## config.mk

```make
export PLATFORM = sky130hd
export DESIGN_NAME = mem_arbiter
export DESIGN_NICKNAME = d
export VERILOG_FILES = /design/src/rtl/cache_pkg.sv /design/src/rtl/block_fill_seq.sv /design/src/rtl/mem_arbiter.sv
export SDC_FILE = /design/constraint.sdc
export NUM_CORES = 1
export LEC_CHECK = 0
export BUFFER_PORTS_ARGS = -buffer_cell sky130_fd_sc_hd__buf_2
export CELL_PAD_IN_SITES_DETAIL_PLACEMENT = 0
export CELL_PAD_IN_SITES_GLOBAL_PLACEMENT = 2
export CORE_UTILIZATION = 25
export DETAILED_ROUTE_END_ITERATION = 8
export HOLD_SLACK_MARGIN = 0.12
export PLACE_DENSITY = 0.88
export SETUP_SLACK_MARGIN = 0.02
export SLEW_MARGIN = 5
export SYNTH_ARGS = -nofsm -noshare
export SYNTH_HDL_FRONTEND = slang
export SYNTH_HIERARCHICAL = 1
export SYNTH_SLANG_ARGS = --single-unit
```

## constraint.sdc

```tcl
create_clock -name clk -period 1.8 [get_ports clk]
set_input_delay 0.09 -clock clk [delete_from_list [all_inputs] [get_ports clk]]
set_output_delay 0.09 -clock clk [all_outputs]
set_load 0.05 [all_outputs]
```

## src/rtl/cache_pkg.sv

```systemverilog
// cache_pkg: shared arbiter state encoding, block geometry and address helpers
package cache_pkg;

    typedef enum logic [1:0] {
        IDLE   = 2'd0,
        IFILL  = 2'd1,
        DFILL  = 2'd2,
        DWRITE = 2'd3
    } arb_state_t;

    localparam int BLOCK_WORDS = 8;
    localparam int WORD_IDX_W = 3;
    localparam logic [15:0] BLOCK_OFFSET_MASK = 16'h000F;

    function automatic logic [15:0] block_base(input logic [15:0] addr);
        return addr & ~BLOCK_OFFSET_MASK;
    endfunction

endpackage

```

## src/rtl/block_fill_seq.sv

```systemverilog
// block_fill_seq: issue/receive counters, word address generation and last-word detect for a block fill
module block_fill_seq
    import cache_pkg::*;
(
    input  logic                  clk,
    input  logic                  rst,
    input  logic                  active,
    input  logic [15:0]           base_addr,
    input  logic                  mem_data_valid,
    output logic                  issue,
    output logic [15:0]           issue_addr,
    output logic [WORD_IDX_W-1:0] word_idx,
    output logic                  last
);

    // The extra MSB on ic marks "all words issued" so issuing stops instead of wrapping.
    logic [WORD_IDX_W:0]   ic;
    logic [WORD_IDX_W-1:0] rc;

    always_ff @(posedge clk) begin
        if (rst || !active) begin
            ic <= '0;
            rc <= '0;
        end else begin
            if (issue) ic <= ic + 1'b1;
            if (mem_data_valid) rc <= rc + 1'b1;
        end
    end

    assign issue      = active && !ic[WORD_IDX_W];
    assign issue_addr = block_base(base_addr) | 16'({ic[WORD_IDX_W-1:0], 1'b0});
    assign word_idx   = rc;
    assign last       = active && mem_data_valid && rc == WORD_IDX_W'(BLOCK_WORDS - 1);

endmodule

```

## src/rtl/mem_arbiter.sv

```systemverilog
// mem_arbiter: shares pipelined main memory between I-cache fills and D-cache fills/stores
module mem_arbiter
    import cache_pkg::*;
#(
    parameter int MEM_LATENCY = 4
) (
    input  logic                  clk,
    input  logic                  rst,
    input  logic                  icache_req,
    input  logic [15:0]           icache_addr,
    output logic                  icache_grant,
    output logic                  icache_fill_vld,
    output logic                  icache_done,
    input  logic                  dcache_req,
    input  logic                  dcache_wr,
    input  logic [15:0]           dcache_addr,
    input  logic [15:0]           dcache_wdata,
    output logic                  dcache_grant,
    output logic                  dcache_fill_vld,
    output logic                  dcache_done,
    output logic [WORD_IDX_W-1:0] fill_word,
    output logic [15:0]           fill_data,
    output logic                  mem_en,
    output logic                  mem_wr,
    output logic [15:0]           mem_addr,
    output logic [15:0]           mem_wdata,
    input  logic [15:0]           mem_rdata,
    input  logic                  mem_data_valid
);

    localparam int WW = MEM_LATENCY > 1 ? $clog2(MEM_LATENCY) : 1;

    arb_state_t            state, state_n;
    logic [15:0]           addr_q, wdata_q;
    logic [WW-1:0]         wc;
    logic                  fill_active, issue, last, wr_issue, wr_last;
    logic [15:0]           issue_addr;
    logic [WORD_IDX_W-1:0] word_idx;

    assign fill_active = state == IFILL || state == DFILL;
    assign wr_issue    = state == DWRITE && wc == '0;
    assign wr_last     = state == DWRITE && wc == WW'(MEM_LATENCY - 1);

    block_fill_seq u_seq (
        .clk           (clk),
        .rst           (rst),
        .active        (fill_active),
        .base_addr     (addr_q),
        .mem_data_valid(mem_data_valid),
        .issue         (issue),
        .issue_addr    (issue_addr),
        .word_idx      (word_idx),
        .last          (last)
    );

    // Request fields are captured every IDLE cycle; the value latched on the exit edge is the one used.
    always_ff @(posedge clk) begin
        if (rst) begin
            state   <= IDLE;
            addr_q  <= '0;
            wdata_q <= '0;
            wc      <= '0;
        end else begin
            state <= state_n;
            wc    <= state == DWRITE ? wc + 1'b1 : '0;
            if (state == IDLE) begin
                addr_q  <= dcache_req ? dcache_addr : icache_addr;
                wdata_q <= dcache_wdata;
            end
        end
    end

    always_comb begin
        state_n = state;
        case (state)
            IDLE:         state_n = dcache_req ? (dcache_wr ? DWRITE : DFILL) : (icache_req ? IFILL : IDLE);
            IFILL, DFILL: state_n = last ? IDLE : state;
            DWRITE:       state_n = wr_last ? IDLE : DWRITE;
            default:      state_n = IDLE;
        endcase
    end

    always_comb begin
        icache_grant    = state == IFILL;
        dcache_grant    = state == DFILL || state == DWRITE;
        icache_fill_vld = state == IFILL && mem_data_valid;
        dcache_fill_vld = state == DFILL && mem_data_valid;
        icache_done     = state == IFILL && last;
        dcache_done     = (state == DFILL && last) || wr_last;
        fill_word       = word_idx;
        fill_data       = mem_rdata;
        mem_en          = issue || wr_issue;
        mem_wr          = wr_issue;
        mem_addr        = issue ? issue_addr : (wr_issue ? {addr_q[15:1], 1'b0} : 16'h0000);
        mem_wdata       = wr_issue ? wdata_q : 16'h0000;
    end

endmodule

```

==> results of run 1 <==
metal layers:
layer	GRT usage [%]	vias to the layer above	part of all wire, %	wire length (um)
met5	0	-	0	0
met4	4.46	0	1.5	93
met3	2.62	14	3.6	229
met2	24.0	60	51	3270
met1	15.2	1021	44	2810
li1	-	1087	-	-
worst paths after layout:
kind,to,start,slack [ps],depth (start not counted)
setup reg to reg,state[1]$_SDFFE_PP0P_,state[0]$_SDFFE_PP0P_,190,7
hold reg to reg,wc[0]$_SDFF_PP0_,wc[0]$_SDFF_PP0_,480,1
setup / recovery,mem_addr[8],state[0]$_SDFFE_PP0P_,-10,7
hold / removal,addr_q[3]$_SDFFE_PP0N_,icache_addr[3],130,3
flip-flops by register name, summed over array words and instances (netlist names):
name,cells
wdata_q,16
state,2
wc,2
u_seq/ic,4
u_seq/word_idx,3
addr_q,15
area by class of cell:
class | instances | area (um^2)
Clock buffer | 6 | 82.6
Clock inverter | 2 | 60.1
Timing Repair Buffer | 125 | 966
Fill cell | 969 | 5790
Tap cell | 129 | 161
Sequential cell | 42 | 843
Inverter | 4 | 15.0
Multi-Input combinational cell | 186 | 1490
per-stage QoR:
stage	hold slack [ps]	setup slack, ps
floorplan	237	47.9
global placement	180	104
detailed placement	180	67.8
CTS	120	-14.8
global route	132	-75.6
finish	130	-10.4
timing repair:
action | CTS | global route
setup buffers | 3 | 0
endpoints found under the setup margin | 17 | 20
endpoints found under the hold margin | 16 | 0
gates resized for setup | 65 | 13
hold buffers | 16 | 0
pin swaps | 2 | 2
gates cloned | 3 | 0
worst max-delay path, delay by kind of cell, from the launching register on:
| family | cells | cell delay, ps |
|---|---|---|
| flip-flops | 1 | 350 |
| AO/OA/AOI/OAI | 1 | 60 |
| AND/OR/NAND/NOR | 2 | 340 |
| buffers and inverters | 3 | 400 |
| adder cells (fa/ha/maj) | 1 | 270 |
power by group through the flow:
stage	Combinational, W	Sequential [W]	Clock [W]
finish	0.00318	0.00142	0.000927
global route	0.00341	0.00146	0.000989
CTS	0.00313	0.00141	0.000962
detailed placement	0.00239	0.00139	0
global placement	0.00236	0.00138	0
floorplan	0.00211	0.00138	0
==> results.md, run 1 <==
* FP Rows at 35
* Initial core utilization at 26.2%
* Core Box Area at 9420 um^2
* Die W at 101 um
* Mapped Avg Cell Area at 8.76 um^2
* Finish-stage setup viols at 3
* Congestion Overflow GR at 0
* CP Max Fanout at 8
* Initial DRC Count at 17
* Worst-path clk slew at 90 ps
* Synth-to-Final Area Change at 46.6%
* Leakage at approximately 1.8 nW
* Largest net degree at the start of global routing at 39
* Combinational power share at 57.5%
* CP Capture Type: output port
* RSZ-0062 raised after global routing: true
* Via density at 4.42
* Initial antenna violation count at 0
* Clk sink count at 42
* Crit-path cells: inv_2 -> ha_4 -> and2b_4 -> buf_12 -> nand2_2 -> o21ai_4 -> buf_6
* PortBufs at 93
* Hold violation count in the final report at 0
* Mapped Cells at 282
* Number of nets in the layout at 446
* Sequential share of power at 25.7%
* Drt total wl at 6.39 mm
* Worst hold path class: primary input to register
* Peak VDD IR at 0.642 mV
* Clock period minus worst slack at 1810 ps
* Antenna diodes at 0
* Sw Share at 43.3%
* Critical path arrival at 1720 ps
* Max-slew violation count at 0
* Post-DRT Antenna Nets at 0
* Switching power at 0.00240 W
* Pwr/cell area at approximately 1500 nW/um^2
* I/O pins at between 100 and 150
* Final Skew at between 5 and 6 ps
* Post-route setup TNS at -14.5 ps
* First-pass GRT wire length at 10.5 mm
* DR WL/cell at 12.9 um
* Slowest Stage Delay on Critical Path at 350 ps
* Outcome: complete, but fails checks
* Final worst slack at -10.4 ps
* CTS tree: done
* Worst Path Class, Setup: register to output port
* Via count at 2182
* Htree depth at 2
* Final Power at approximately 0.0055 W
* Placed Cells at 464
* GP Congestion at 0.700
* Die ar. at slightly above 10000 um^2
* CP max-delay cell: dfxtp_2
* Max-cap violation count at 0
* Vias in the first global route at 2198
* Worst setup SP type: register
* Drc violations at 0
* Violated checks: negative setup slack
* Synth warn at 6
* Most frequent cells in the layout: 74 x buf_2, 40 x dfxtp_1, 38 x nor2_1
* Total GRT Usage at 13.1%
* Clk pwr share at between 10% and 20%
* Fmax at 552 MHz
* Commonest non-fill, non-tap cell in the layout: buf_2
* Util after Layout at 38.5%
* Cell Area, Placed at 2970 um^2
* CTS max path bufs at 2
* Later-pin clock latency in the skew report at 290 ps
* Crit share post-route at 101%
* Layout cells sized above 1 at 43.8%
* Synthesized area at 2470 um^2
* Drt pass-1 iters at 4
* Pint at between 0.003 and 0.004 W
* Syn_nets at 364
* Detailed Place HPWL at between 4 and 5 mm
* Die H at a little over 100 um
* Critical Path RT at between 1500 and 2000 ps
* Post-route cell area at 3620 um^2
* Root Buffer: clkbuf_8
* Post-route insts no fill at 494
* Inserted Clock Buffers at 5
No activity file was read; power rests on OpenSTA's default activity.
==> run 2, diff against run 1 <==
--- a/config.mk
+++ b/config.mk
@@ -5,13 +5,12 @@
 export SDC_FILE = /design/constraint.sdc
 export NUM_CORES = 1
 export LEC_CHECK = 0
+export ABC_AREA = 1
 export BUFFER_PORTS_ARGS = -buffer_cell sky130_fd_sc_hd__buf_2
-export CELL_PAD_IN_SITES_DETAIL_PLACEMENT = 0
-export CELL_PAD_IN_SITES_GLOBAL_PLACEMENT = 2
-export CORE_UTILIZATION = 25
+export CORE_UTILIZATION = 47
 export DETAILED_ROUTE_END_ITERATION = 8
 export HOLD_SLACK_MARGIN = 0.12
-export PLACE_DENSITY = 0.88
+export PLACE_DENSITY = 0.89
 export SETUP_SLACK_MARGIN = 0.02
 export SLEW_MARGIN = 5
 export SYNTH_ARGS = -nofsm -noshare
==> run 2 against run 1 <==
  * The flow still finishes with violations (negative setup slack)
  * Final cell count grew 6.7%
  * Clock skew about the same
  * Sequential share of layout area down 0.49 points
  * Critical path type unchanged
  * Largest power group unchanged
==> results.md, run 2 <==
* Max FFs per register at 16 (unchanged)
* Pwr/cell area at 1600 nW/um^2 (was 1530 nW/um^2)
* Clk sink count at 42 (unchanged)
* Crit path from: state[0]$_SDFFE_PP0P_ (unchanged)
* CTS tree: done (unchanged)
* Regs by FF count: wdata_q x16, addr_q x15, u_seq/ic x4 (unchanged)
* Inserted Clock Buffers at 5 (unchanged)
* CP Max Fanout at 8 (unchanged)
* Number of nets in the layout at 536 (was 446)
* Worst hold path class: primary input to register (unchanged)
* Critical path arrival at 1750 ps (was 1720 ps)
* Outcome: complete, but fails checks (unchanged)
* Total GRT Usage at 23.6% (was 13.1%)
* R2R setup slack at 240 ps (was 190 ps)
* Layout cells sized above 1 at 44.8% (was 43.8%)
* Initial core utilization at 48.8% (was 26.2%)
* Final Power at 0.00593 W (was 0.00553 W)
* Die W at 77.6 um (was 101 um)
* Finish-stage setup viols at 8 (was 3)
* Crit share post-route at 102% (was 101%)
* Post-DRT Antenna Nets at 0 (unchanged)
* Hold violation count in the final report at 0 (unchanged)
* Most flops, register: wdata_q (unchanged)
* Worst setup SP type: register (unchanged)
* CP Capture Type: output port (unchanged)
* Crit Reg-Reg Startpoint: state[0]$_SDFFE_PP0P_ (unchanged)
* Fmax at 543 MHz (was 552 MHz)
* Later-pin clock latency in the skew report at 300 ps (was 290 ps)
* CTS max path bufs at 2 (unchanged)
* Slew HR at 56.3%
* Max-cap violation count at 0 (unchanged)
* CP Capture Point: mem_addr[6] (was mem_addr[8])
* Commonest non-fill, non-tap cell in the layout: buf_2 (unchanged)
* Post-route setup TNS at -189 ps (was -14.5 ps)
* Drc violations at 0 (unchanged)
* Max-slew violation count at 0 (unchanged)
* Root Buffer: clkbuf_8 (unchanged)
* Clock period minus worst slack at 1840 ps (was 1810 ps)
* Most frequent cells in the layout: 59 x buf_2, 55 x nand2_1, 40 x dfxtp_1 (was 74 x buf_2, 40 x dfxtp_1, 38 x nor2_1)
* Drt pass-1 iters at 4 (unchanged)
* Synth-to-Final Area Change at 37.6% (was 46.6%)
* RSZ-0062 raised after global routing: true (unchanged)
* Critical Path RT at 1710 ps (about the same)
* Peak VDD IR at 0.903 mV (was 0.642 mV)
* Htree depth at 2 (unchanged)
* Slew @ Worst Pin at approximately 660 ps
* Final worst slack at -40.6 ps (was -10.4 ps)
* Sequential share of power at 23.9% (was 25.7%)
* Via count at 2601 (was 2182)
* Antenna diodes at 0 (unchanged)
* I/O pins at 129 (unchanged)
* Mapped Cells at 364 (was 282)
* Violated checks: negative setup slack (unchanged)
* Worst reg2reg path depth at 11 (was 7)
* Worst Path Class, Setup: register to output port (unchanged)
* Detailed Place HPWL at 4.17 mm (was 4.21 mm)
* GP Congestion at 0.822 (was 0.700)
* Mapped Avg Cell Area at 7.38 um^2 (was 8.76 um^2)
* Initial antenna violation count at 0 (unchanged)
* DR WL/cell at 13.0 um (was 12.9 um)
* First-pass GRT wire length at 11.2 mm (was 10.5 mm)
* Initial DRC Count at 111 (was 17)
* Switching power at 0.00300 W (was 0.00240 W)
* Congestion Overflow GR at 0 (unchanged)
* Sw Share at 50.7% (was 43.3%)
* Die H at 77.6 um (was 101 um)
* Vias in the first global route at 2554 (was 2198)
* Largest net degree at the start of global routing at 35 (was 39)
* Combinational power share at 63.6% (was 57.5%)
* Clk pwr share at 12.5% (was 16.8%)
* FP Rows at 27 (was 35)
* Worst-path clk slew at 80 ps (was 90 ps)
* Syn_nets at 446 (was 364)
* Pint at 0.00292 W (was 0.00313 W)
* Final Skew at 5.98 ps (was 5.99 ps)
* Synthesized area at 2690 um^2 (was 2470 um^2)
* Die ar. at 6020 um^2 (was 10300 um^2)
* Leakage at 1.82 nW (about the same)
* Fill cells at 437 (was 969)
* Reg area at 843 um^2 (unchanged)
* Drt total wl at 6.88 mm (was 6.39 mm)
* PortBufs at 93 (unchanged)
* Synth warn at 6 (unchanged)
* Via density at 4.94 (was 4.42)
* Core Box Area at 5510 um^2 (was 9420 um^2)
* Reg-to-reg endpoint: state[0]$_SDFFE_PP0P_ (was state[1]$_SDFFE_PP0P_)
* Area occupied by multi-input gates at 1430 um^2 (was 1490 um^2)
* Hold depth at 5 (was 3)
[run 2: changes by cell type in the layout (fill, tap and decap cells not counted), sizes merged, moves of 19 or more]
cell    change
inv        +51
nand2      +49
mux2i      -34
o21ai      +22
a211oi     -19
a21oi      +19
[run 2: how the worst min path moves through the flow]
stage / start / slack [ps] / to
after global routing: dcache_addr[5] / 130 / addr_q[5]$_SDFFE_PP0N_
after CTS: icache_addr[1] / 120 / addr_q[1]$_SDFFE_PP0N_
after global placement: mem_rdata[13] / 180 / fill_data[13]
after detailed placement: mem_rdata[13] / 180 / fill_data[13]
after floorplan: rst / 170 / wc[0]$_SDFF_PP0_
final: icache_addr[1] / 120 / addr_q[1]$_SDFFE_PP0N_
[run 2: cell type report]
| cell class | count | area share, % |
|---|---|---|
| tap | 72 | 2.44 |
| timing repair buffer | 133 | 26.8 |
| inverter | 56 | 6.19 |
| clock inverter | 3 | 1.08 |
| clock buffer | 5 | 1.86 |
| timing repair inverter | 1 | 0.203 |
| multi-input combinational | 215 | 38.7 |
| sequential | 42 | 22.8 |
[run 2: power by group through the flow]
stage,sequential (W),clock (W),combinational [W]
3_3_place_gp,0.00139,0,0.00312
2_1_floorplan,0.00141,0,0.00293
3_5_place_dp,0.00141,0,0.00319
4_1_cts,0.00141,0.000754,0.00371
6_report,0.00142,0.000742,0.00377
5_1_grt,0.00145,0.000790,0.00406
[run 2: timing repair]
item | CTS | global route
setup buffers | 5 | 1
cloned | 1 | 0
hold endpoints to repair | 29 | 0
resized for setup | 67 | 10
setup endpoints to repair | 34 | 31
pin swaps | 6 | 4
hold buffers | 28 | 0
[run 2: routing by layer]
metal	global-route usage, %	vias up	share of wire (%)
met5	0	-	0
met4	11.9	0	4.2
met3	4.59	29	5.4
met2	42.9	98	51
met1	25.9	1193	39
li1	-	1281	-
[run 2: critical path, stage by stage, from the launching register on]
cell        delay, ps
dfxtp_2           360
inv_4              50
ha_4              280
nand2_4            60
inv_6              80
clkinvlp_4        240
nand2_2           170
o21ai_4            60
buf_6             150
[run 2: metrics by stage]
stage | cell area, um^2 | util [%] | hold WS, ps | setup slack [ps] | std cells
after floorplan | 2820 | - | 167 | 7.39 | 364
after global placement | 3050 | 55.3 | 180 | 162 | 485
after detailed placement | 3050 | 55.3 | 180 | 129 | 485
after CTS | 3660 | 66.4 | 120 | -5.35 | 527
after global routing | 3700 | 67.2 | 129 | -106 | 527
final | 3700 | 67.2 | 119 | -40.6 | 527
==> run 3, diff against run 2 <==
--- a/config.mk
+++ b/config.mk
@@ -5,9 +5,8 @@
 export SDC_FILE = /design/constraint.sdc
 export NUM_CORES = 1
 export LEC_CHECK = 0
-export ABC_AREA = 1
 export BUFFER_PORTS_ARGS = -buffer_cell sky130_fd_sc_hd__buf_2
-export CORE_UTILIZATION = 47
+export CORE_UTILIZATION = 46
 export DETAILED_ROUTE_END_ITERATION = 8
 export HOLD_SLACK_MARGIN = 0.12
 export PLACE_DENSITY = 0.89
==> run 3 against run 2 <==
  * The flow still finishes with violations (negative setup slack)
  * Sequential share of layout area grew 0.93 points
  * Worst setup slack better by 18 ps
  * Critical path depth shrank 1
  * Flip-flop and latch count unchanged
  * Utilization grew 2.0 points
  * Final cell count is 17% lower
  * First-iteration DRC count fell by 32%
  * Clock skew about the same
  * Combinational power down 15%
  * Sequential power is essentially flat
  * Fmax up 0.99%
  * Power decreased by 6.5%
==> results.md, run 3 (same netlist as run 1, synthesis figures left out) <==
* First-pass GRT wire length at 9.60 mm (was 11.2 mm)
* Finish-stage setup viols at 1 (was 8)
* Crit share post-route at 101% (was 102%)
* Placed Cells at 405 (was 485)
* Outcome: complete, but fails checks (unchanged)
* Inserted Clock Buffers at 5 (unchanged)
* CP Max Fanout at 8 (unchanged)
* Die W at 75.3 um (was 77.6 um)
* CTS max path bufs at 2 (unchanged)
* Via count at 2207 (was 2601)
* Combinational power share at 57.7% (was 63.6%)
* Die ar. at 5670 um^2 (was 6020 um^2)
* Fmax at 549 MHz (was 543 MHz)
* Vias in the first global route at 2058 (was 2554)
* Slowest Stage Delay on Critical Path at 350 ps (was 360 ps)
* Pre-CTS setup slack at 57.4 ps (was 129 ps)
* CTS tree: done (unchanged)
* Via density at 5.02 (was 4.94)
* Crit-path cells: inv_2 -> ha_4 -> and2b_4 -> buf_12 -> buf_12 -> or2_1 -> buf_6 (was inv_4 -> ha_4 -> nand2_4 -> inv_6 -> clkinvlp_4 -> nand2_2 -> o21ai_4 -> buf_6)
* Regs by FF count: wdata_q x16, addr_q x15, u_seq/ic x4 (unchanged)
* Die H at 75.3 um (was 77.6 um)
* Violated checks: negative setup slack (unchanged)
* Total GRT Usage at 22.9% (was 23.6%)
* Number of nets in the layout at 451 (was 536)
* Leakage at 1.76 nW (was 1.82 nW)
* CP Capture Type: output port (unchanged)
* Layout cells sized above 1 at 43.8% (was 44.8%)
* Most flops, register: wdata_q (unchanged)
* Worst-path clk slew at 80 ps (about the same)
* Antenna diodes at 0 (unchanged)
* Drt pass-1 iters at 4 (unchanged)
* Cell Area, Placed at 2880 um^2 (was 3050 um^2)
* Max-slew violation count at 0 (unchanged)
* Critical path arrival at 1730 ps (was 1750 ps)
* Sequential share of power at 25.5% (was 23.9%)
* Worst hold path class: primary input to register (unchanged)
* Worst setup SP type: register (unchanged)
* Most frequent cells in the layout: 74 x buf_2, 40 x dfxtp_1, 38 x nor2_1 (was 59 x buf_2, 55 x nand2_1, 40 x dfxtp_1)
* Initial antenna violation count at 0 (unchanged)
* Synth-to-Final Area Change at 43.9% (was 37.6%)
* Later-pin clock latency in the skew report at 290 ps (was 300 ps)
* Initial core utilization at 48.1% (was 48.8%)
* Critical Path RT at 1710 ps (about the same)
* Clk sink count at 42 (unchanged)
* Drc violations at 0 (unchanged)
* Max-cap violation count at 0 (unchanged)
* Pint at 0.00319 W (was 0.00292 W)
* Post-DRT Antenna Nets at 0 (unchanged)
* RSZ-0062 raised after global routing: true (unchanged)
* I/O pins at 129 (unchanged)
* Final Skew at 5.54 ps (was 5.98 ps)
* Fill cells at 406 (was 437)
* Commonest non-fill, non-tap cell in the layout: buf_2 (unchanged)
* Hold violation count in the final report at 0 (unchanged)
* Max FFs per register at 16 (unchanged)
* DR WL/cell at 14.9 um (was 13.0 um)
* Pwr/cell area at 1560 nW/um^2 (was 1600 nW/um^2)
* Final worst slack at -22.6 ps (was -40.6 ps)
* Clk pwr share at 16.8% (was 12.5%)
* Post-route insts no fill at 440 (was 527)
* PortBufs at 93 (unchanged)
* Core Box Area at 5140 um^2 (was 5510 um^2)
* Peak VDD IR at 0.842 mV (was 0.903 mV)
* Switching power at 0.00235 W (was 0.00300 W)
* CP most frequent cell: buf_12
* FP Rows at 26 (was 27)
* GP Congestion at 0.713 (was 0.822)
* Largest net degree at the start of global routing at 28 (was 35)
* Sw Share at 42.4% (was 50.7%)
* Worst Path Class, Setup: register to output port (unchanged)
* Congestion Overflow GR at 0 (unchanged)
* CP max-delay cell: dfxtp_2 (unchanged)
* Htree depth at 2 (unchanged)
* Final Power at 0.00554 W (was 0.00593 W)
* Initial DRC Count at 76 (was 111)
* Detailed Place HPWL at 3.82 mm (was 4.17 mm)
* Root Buffer: clkbuf_8 (unchanged)
* Util after Layout at 69.1% (was 67.2%)
* Post-route cell area at 3550 um^2 (was 3700 um^2)
* Clock period minus worst slack at 1820 ps (was 1840 ps)
* Drt total wl at 6.54 mm (was 6.88 mm)
==> run 3: changes by cell type in the layout (fill, tap and decap cells not counted), moves of 18 or more <==
cell	previous run	this run
mux2i_1	0	34
inv_1	38	2
a21oi_1	19	0
nand2_1	55	19
a211oi_1	0	18
==> run 3: critical path: cells and delay by family (launching register included) <==
family	cells	cell delay, ps
adder cells (fa/ha/maj)	1	230
buffers and inverters	4	470
AND/OR/NAND/NOR	2	380
flip-flops	1	350
==> run 3: final timing paths <==
path	start	end	slack, ps	depth (start not counted)
worst min-delay path	mem_data_valid	u_seq/word_idx[2]$_SDFFE_PP0P_	130	3
worst max register to register	state[1]$_SDFFE_PP0P_	state[0]$_SDFFE_PP0P_	220	7
worst max-delay path	state[1]$_SDFFE_PP0P_	mem_en	-20	7
worst min register to register	wc[0]$_SDFF_PP0_	wc[0]$_SDFF_PP0_	470	1
==> run 3: per-layer routing <==
layer | track usage (%) | share of wire, % | wire length, um | up-vias
li1 | - | - | - | 1091
met1 | 26.5 | 41 | 2690 | 1020
met2 | 40.5 | 52 | 3390 | 75
met3 | 6.29 | 5.4 | 353 | 21
met4 | 7.82 | 1.7 | 113 | 0
met5 | 0 | 0 | 0 | -
==> run 3: final cells by class <==
class                           count  area (um^2)  share of cell area (%)
Clock buffer                        6         82.6                    2.32
Sequential cell                    42          843                    23.7
Clock inverter                      2         60.1                    1.69
Timing Repair Buffer              128         1000                    28.2
Multi-Input combinational cell    188         1460                    41.1
Inverter                            4         15.0                   0.423
Tap cell                           70         87.6                    2.46
==> run 3: power by group through the flow <==
stage	Combinational (W)	Clock (W)	Sequential [W]
finish	0.00320	0.000928	0.00141
global route	0.00339	0.000988	0.00145
CTS	0.00308	0.000942	0.00139
detailed placement	0.00232	0	0.00140
global placement	0.00226	0	0.00138
floorplan	0.00211	0	0.00138
==> run 3: through the flow <==
stage	hold WS (ps)	setup TNS (ps)
final	130	-22.6
after global routing	129	-650
after CTS	124	-23.5
after detailed placement	180	0
after global placement	180	0
after floorplan	237	0
==> run 3: what timing repair did <==
item                                    4_1_cts  5_1_grt
hold buffers                                 16        0
endpoints found under the hold margin        16        0
pin swaps                                     8        2
cloned                                        5        0
buffers inserted                              6        1
resized for setup                            53       23
endpoints found under the setup margin       17       27
